## src/rtl/gcm_pkg.sv

```systemverilog
// Shared constants, phase encodings and tagger FSM states for the AES-GCM
// datapath. The phase bypasser imports the same phase encodings.
package gcm_pkg;

    localparam int DATA_W = 256;
    localparam int TEXT_W = 289;
    localparam int BLK_W  = 128;
    localparam int IV_W   = 96;
    localparam int CTR_W  = 32;

    // One-hot packet phase carried on o_state; 0 means idle.
    localparam logic [3:0] PKT_FIRST_WORD  = 4'd1;
    localparam logic [3:0] PKT_SECOND_WORD = 4'd2;
    localparam logic [3:0] PKT_INNER_WORD  = 4'd4;

    // Largest byte count that still fits; the count saturates here.
    localparam logic [31:0] BYTE_CNT_MAX = 32'hFFFF_FFE0;

    typedef enum logic [2:0] {
        ST_IDLE   = 3'd0,
        ST_FIRST  = 3'd1,
        ST_SECOND = 3'd2,
        ST_INNER  = 3'd3,
        ST_GAP    = 3'd4
    } tagger_state_e;

    // Byte offset of the following word, saturating instead of wrapping.
    function automatic logic [31:0] next_byte_count(input logic [31:0] bc);
        return (bc == BYTE_CNT_MAX) ? bc : bc + 32'd32;
    endfunction

endpackage

```

## src/rtl/gcm_ctr_gen.sv

```systemverilog
// Counter-block generator: holds IV and the two ctr32 values of the word
// currently on the output. load starts a packet at ctr_init, step advances
// both blocks by two. ctr32 arithmetic is mod 2^32 and never carries into IV.
module gcm_ctr_gen
    import gcm_pkg::*;
(
    input  logic               clk,
    input  logic               rst_n,
    input  logic               load,
    input  logic               step,
    input  logic [IV_W-1:0]    iv_in,
    input  logic [CTR_W-1:0]   ctr_init,
    output logic [2*BLK_W-1:0] ctr_blk
);

    logic [IV_W-1:0]  iv_q;
    logic [CTR_W-1:0] c0_q;
    logic [CTR_W-1:0] c1_q;

    // Latch IV and first counter pair on load; advance by two on step.
    always_ff @(posedge clk or negedge rst_n) begin
        if (!rst_n) begin
            iv_q <= '0;
            c0_q <= '0;
            c1_q <= '0;
        end else if (load) begin
            iv_q <= iv_in;
            c0_q <= ctr_init;
            c1_q <= ctr_init + 32'd1;
        end else if (step) begin
            c0_q <= c1_q + 32'd1;
            c1_q <= c1_q + 32'd2;
        end
    end

    assign ctr_blk = {iv_q, c0_q, iv_q, c1_q};

endmodule

```

## src/rtl/gcm_word_tagger.sv

```systemverilog
// Packet framing stage ahead of the AES-GCM core: tags each accepted word
// with its phase and last flag, builds the 289-bit text word and the pair of
// IV||ctr32 counter blocks. One register stage, one word per cycle.
// Optional feature macro: GCM_TAGGER_LEN_CHECK_EN enables the per-packet
// word-count versus header-length check driving o_len_err.
//
// Handshake: an input word transfers on a rising edge where s_valid and
// s_ready are both 1; s_ready is registered and never depends on s_valid.
// The output side has no backpressure: o_ready is a one-cycle strobe marking
// a new word, and the other outputs hold between strobes.
module gcm_word_tagger
    import gcm_pkg::*;
#(
    parameter int GAP_CYCLES = 2
) (
    input  logic               clk,
    input  logic               rst_n,
    input  logic               s_valid,
    output logic               s_ready,
    input  logic [DATA_W-1:0]  s_data,
    input  logic               s_sop,
    input  logic               s_eop,
    output logic [3:0]         o_state,
    output logic               o_last,
    output logic [TEXT_W-1:0]  o_text,
    output logic [2*BLK_W-1:0] o_ctr,
    output logic               o_ready,
    output logic               o_err,
    output logic               o_len_err,
    output logic [2:0]         dbg_state
);

    localparam int GAP_W = (GAP_CYCLES < 2) ? 1 : $clog2(GAP_CYCLES);

    tagger_state_e    state;
    tagger_state_e    state_next;
    logic [GAP_W-1:0] gap_cnt;
    logic [31:0]      bc_q;

    logic        accept;
    logic        in_pkt;
    logic        start_pkt;
    logic        cont_pkt;
    logic        bad_word;
    logic        emit;
    logic [3:0]  emit_phase;
    logic [31:0] bc_next;

    assign dbg_state = state;

    // Classify the current input word and work out the next FSM state.
    always_comb begin
        accept     = s_valid && s_ready;
        in_pkt     = (state == ST_FIRST) || (state == ST_SECOND) || (state == ST_INNER);
        // A sop always opens a packet, even if it abandons one in flight.
        start_pkt  = accept && s_sop;
        cont_pkt   = accept && !s_sop && in_pkt;
        bad_word   = accept && (in_pkt ? s_sop : !s_sop);
        emit       = start_pkt || cont_pkt;
        emit_phase = start_pkt ? PKT_FIRST_WORD :
                     (state == ST_INNER) ? PKT_INNER_WORD : PKT_SECOND_WORD;
        bc_next    = start_pkt ? 32'd0 : next_byte_count(bc_q);
        state_next = state;
        if (state == ST_GAP) begin
            if (gap_cnt == GAP_W'(GAP_CYCLES - 1)) state_next = ST_IDLE;
        end else if (emit) begin
            if (s_eop)          state_next = ST_GAP;
            else if (start_pkt) state_next = ST_SECOND;
            else                state_next = ST_INNER;
        end
    end

    // Tagger FSM with registered outputs and registered s_ready.
    always_ff @(posedge clk or negedge rst_n) begin
        if (!rst_n) begin
            state   <= ST_IDLE;
            gap_cnt <= '0;
            bc_q    <= '0;
            s_ready <= 1'b0;
            o_state <= '0;
            o_last  <= 1'b0;
            o_text  <= '0;
            o_ready <= 1'b0;
            o_err   <= 1'b0;
        end else begin
            state   <= state_next;
            s_ready <= (state_next != ST_GAP);
            o_ready <= emit;
            o_err   <= bad_word;
            gap_cnt <= (state == ST_GAP) ? gap_cnt + GAP_W'(1) : '0;
            if (emit) begin
                bc_q    <= bc_next;
                o_state <= emit_phase;
                o_last  <= s_eop;
                o_text  <= {start_pkt, bc_next, s_data};
            end
        end
    end

    gcm_ctr_gen u_ctr_gen (
        .clk      (clk),
        .rst_n    (rst_n),
        .load     (start_pkt),
        .step     (cont_pkt),
        .iv_in    (s_data[IV_W-1:0]),
        .ctr_init (32'd1),
        .ctr_blk  (o_ctr)
    );

`ifdef GCM_TAGGER_LEN_CHECK_EN
    logic [15:0] len_q;
    logic [15:0] len_now;
    logic [31:0] wcnt_q;
    logic [31:0] wcnt_now;
    logic [31:0] words_exp;

    // Word count including this word, and the count the header length implies.
    always_comb begin
        len_now   = start_pkt ? s_data[111:96] : len_q;
        wcnt_now  = start_pkt ? 32'd1 : wcnt_q + 32'd1;
        words_exp = (32'(len_now) + 32'd31) >> 5;
    end

    // Track length and word count per packet; flag a mismatch on the eop word.
    always_ff @(posedge clk or negedge rst_n) begin
        if (!rst_n) begin
            len_q     <= '0;
            wcnt_q    <= '0;
            o_len_err <= 1'b0;
        end else begin
            o_len_err <= 1'b0;
            if (emit) begin
                len_q     <= len_now;
                wcnt_q    <= wcnt_now;
                o_len_err <= s_eop && (wcnt_now != words_exp);
            end
        end
    end
`else
    assign o_len_err = 1'b0;
`endif

endmodule

```

## config.mk

```make
export PLATFORM = sky130hd
export DESIGN_NAME = gcm_word_tagger
export DESIGN_NICKNAME = d
export VERILOG_FILES = /design/src/rtl/gcm_pkg.sv /design/src/rtl/gcm_ctr_gen.sv /design/src/rtl/gcm_word_tagger.sv
export SDC_FILE = /design/constraint.sdc
export NUM_CORES = 1
export LEC_CHECK = 0
export CAP_MARGIN = 20
export CORE_AREA = 2 2 318 320
export DETAILED_ROUTE_END_ITERATION = 8
export DIE_AREA = 0 0 320 322
export PLACE_DENSITY_LB_ADDON = 0.2
export SLEW_MARGIN = 20
export SYNTH_ARGS = -nofsm -noshare
export SYNTH_HDL_FRONTEND = slang
export SYNTH_SLANG_ARGS = --single-unit
```

## constraint.sdc

```tcl
create_clock -name clk -period 5.2 [get_ports clk]
set_input_delay 1.04 -clock clk [delete_from_list [all_inputs] [get_ports clk]]
set_output_delay 1.04 -clock clk [all_outputs]
set_load 0.1 [all_outputs]
```

==> out/metrics.csv <==
stage,metric,value,unit
synthesis,syn-cell-area,0.0187,sq mm
clocking,post_cts_buffers,0,
synthesis,synth_edf_count,0,
placed_design,place_hpwl,54200,microns
timing,relSlewSlack,0.233,
route,avgRoutedWirePerCell,18.4,microns
route,viasPerCell,3.92,
floorplanning,start_util,0.188,
timing,worst_slew_pin_slew,1.15,ns
timing,finalSetupViolations,0,
route,routed_wl,76400,microns
floorplanning,num_rows,116,
floorplanning,dieWidth,320,microns
synthesis,synth_cell_type_count,50,
critical_path,path_delay_family,buffers and inverters,
clocking,cts-root-buf,clkbuf_16,
clocking,numCtsBuffers,56,
route,wl_met1,31900,microns
global_route,grtUsageTotal,0.142,
status,status,"finished, final reports clean",
route,vias,16200,
synthesis,ys_ff_latch,453,
global_route,grt_pass1_wl,111000,microns
critical_path,worst-path-buf-inv,1,
route,drc,0,
synthesis,synth.area.top_cells,"dfrtp_1 (61%), nand2_1 (23%), buf_4 (4.2%)",
route,routed.top_layer,met5,
flow_run,cap_viol_max_count,0,
synthesis,synthArstFlopShare,1.00,
finish,drive_gt1_frac,0.0465,
timing,finalCriticalPeriod,3.56,ns
route,met2_length,37200,microns
clocking,insertion_delay,0.64,ns
finish,area_growth,57.3,%
finish,final_cell_mix,"nand2_1 (1,153), clkdlybuf4s50_1 (805), dfrtp_1 (453)",
global_route,grt_pass1_vias,16200,
synthesis,yosys.area.top_type,dfrtp_1,
synthesis,synthesis.area_per_instance,8.88,sq um
route,antenna_left,0,
synthesis,netlist_instances,2107,
clocking,clock_path_buffers,3,
floorplanning,dieArea,0.103,sq mm
clocking,clkTransAtPathRegs,0.06,ns
finish,nets,3058,
critical_path,cp-start-kind,flip-flop,
clocking,htreeDepth,2,
timing,setup_tns,0,ns
route,drtIter0Drc,943,
floorplanning,io_pins,818,
timing,rsz0062_at_grt,false,
global_route,grt_max_degree,165,
placed_design,place_congestion,0.814,
critical_path,arrival,2.52,ns
timing,post-route-period-util,0.684,
global_route,grt_overflow,0,
clocking,clock-sinks,453,
timing,max_freq,281,MHz
floorplanning,die_height,322,microns
critical_path,required,4.16,ns
clocking,tritoncts,built,
critical_path,crit_path_end_kind,output port,
clocking,cts_resized,0,
clocking,cts_hold_buf,0,
route,first_pass_iters,5,
route,wl_met3,5190,microns
finish,mostFrequentLayoutCell,nand2_1,
synthesis,netlist.area_leader.share,0.606,
critical_path,path_class,flip-flop to output port,
hold_path,hp-class,flip-flop to flip-flop,
floorplanning,core-area,0.0996,sq mm
synthesis,synth_ff_type,dfrtp_1,
placed_design,io_buffer_count,809,
synthesis,yosysWarnings,0,
timing,hold_viol,0,
critical_path,critPathMaxFanout,8,
timing,fin_skew,0.0236,ns
critical_path,cpMaxStageDelayCell,clkdlybuf4s50_1,
timing,fin_worst_hold_slack,0.427,ns
global_route,antenna_found_initial,5,
synthesis,synth_seq_area_share,0.606,
critical_path,cp_cell_sequence,clkdlybuf4s50_1,
timing,report.final.slew_viol_count,0,
critical_path,slowest_delay,1.32,ns
## stage by stage
stage,setup slack (ns),instances,cell area (sq um),util
2_1_floorplan,2.57,2114,18700,-
3_3_place_gp,1.53,4035,27600,0.277
3_5_place_dp,1.49,4035,27600,0.277
4_1_cts,1.54,4139,29400,0.295
5_1_grt,1.51,4143,29400,0.296
6_report,1.64,4144,29400,0.296
## registers in the layout, summed over array words and instances, names as in the netlist
signal and flops:
u_ctr_gen.iv_q 96, gap_cnt 1, o_ready 1, o_last 1, o_err 1, o_text 283
o_state 3, dbg_state 3, u_ctr_gen.c1_q 31, u_ctr_gen.c0_q 32, s_ready 1
## metal layers
layer  up-vias  track usage
met5         -            0
met4         2       0.0453
met3       108       0.0411
met2       527        0.235
met1      7704        0.178
li1       7884            -
## worst paths after layout
check | start | to | slack (ns) | cells after the start
hold reg to reg | gap_cnt$_DFF_PN0_ | gap_cnt$_DFF_PN0_ | 0.43 | 1
max in group asynchronous | rst_n | o_text[217]$_DFFE_PN0P_ | 3.72 | 2
hold / removal | gap_cnt$_DFF_PN0_ | gap_cnt$_DFF_PN0_ | 0.43 | 1
setup / recovery | o_text[264]$_DFFE_PN0P_ | o_text[264] | 1.64 | 1
min in group asynchronous | rst_n | o_text[47]$_DFFE_PN0P_ | 0.46 | 1
setup reg to reg | dbg_state[0]$_DFF_PN0_ | o_text[34]$_DFFE_PN0P_ | 2.33 | 6
## synth_stat cells (2+ instances only)
cell type / number
buf_1: 17
nor3_1: 4
xor2_1: 23
clkbuf_1: 61
a211oi_1: 5
nand2_1: 1154
nor2_1: 44
or4_1: 5
and4_1: 6
dfrtp_1: 453
ha_1: 2
and3_1: 8
or3_1: 17
a31oi_1: 5
a31o_2: 2
nor4_4: 2
inv_1: 5
a311oi_1: 2
o31ai_1: 7
xnor2_1: 6
o21ai_0: 18
buf_4: 105
nand4_1: 17
buf_2: 22
nor4_1: 5
and2_1: 6
a21oi_1: 28
nand3_1: 53
nand2b_1: 2
nand3b_1: 2
nand4_4: 2
## cell type report
class                           count  area (sq um)
Clock buffer                       88          1690
Inverter                            5          26.3
Multi-Input combinational cell   1450          6230
Sequential cell                   453         11300
Fill cell                       10500         70100
Clock inverter                     16           144
Antenna cell                        5          12.5
Timing Repair Buffer              829          8360
Tap cell                         1298          1620
## cells by family after synthesis
group / count (synthesis) / share of synthesized area
fa+ha+maj: 2 / 0.00134
compound gates: 78 / 0.0271
buf+inv: 211 / 0.0649
simple gates: 1333 / 0.287
xor+xnor: 29 / 0.0136
flops: 453 / 0.606
other cells: 1 / 0.000200
Power is not shown: default switching activity piles up to over one toggle a cycle in this logic, so the estimate is an artifact.
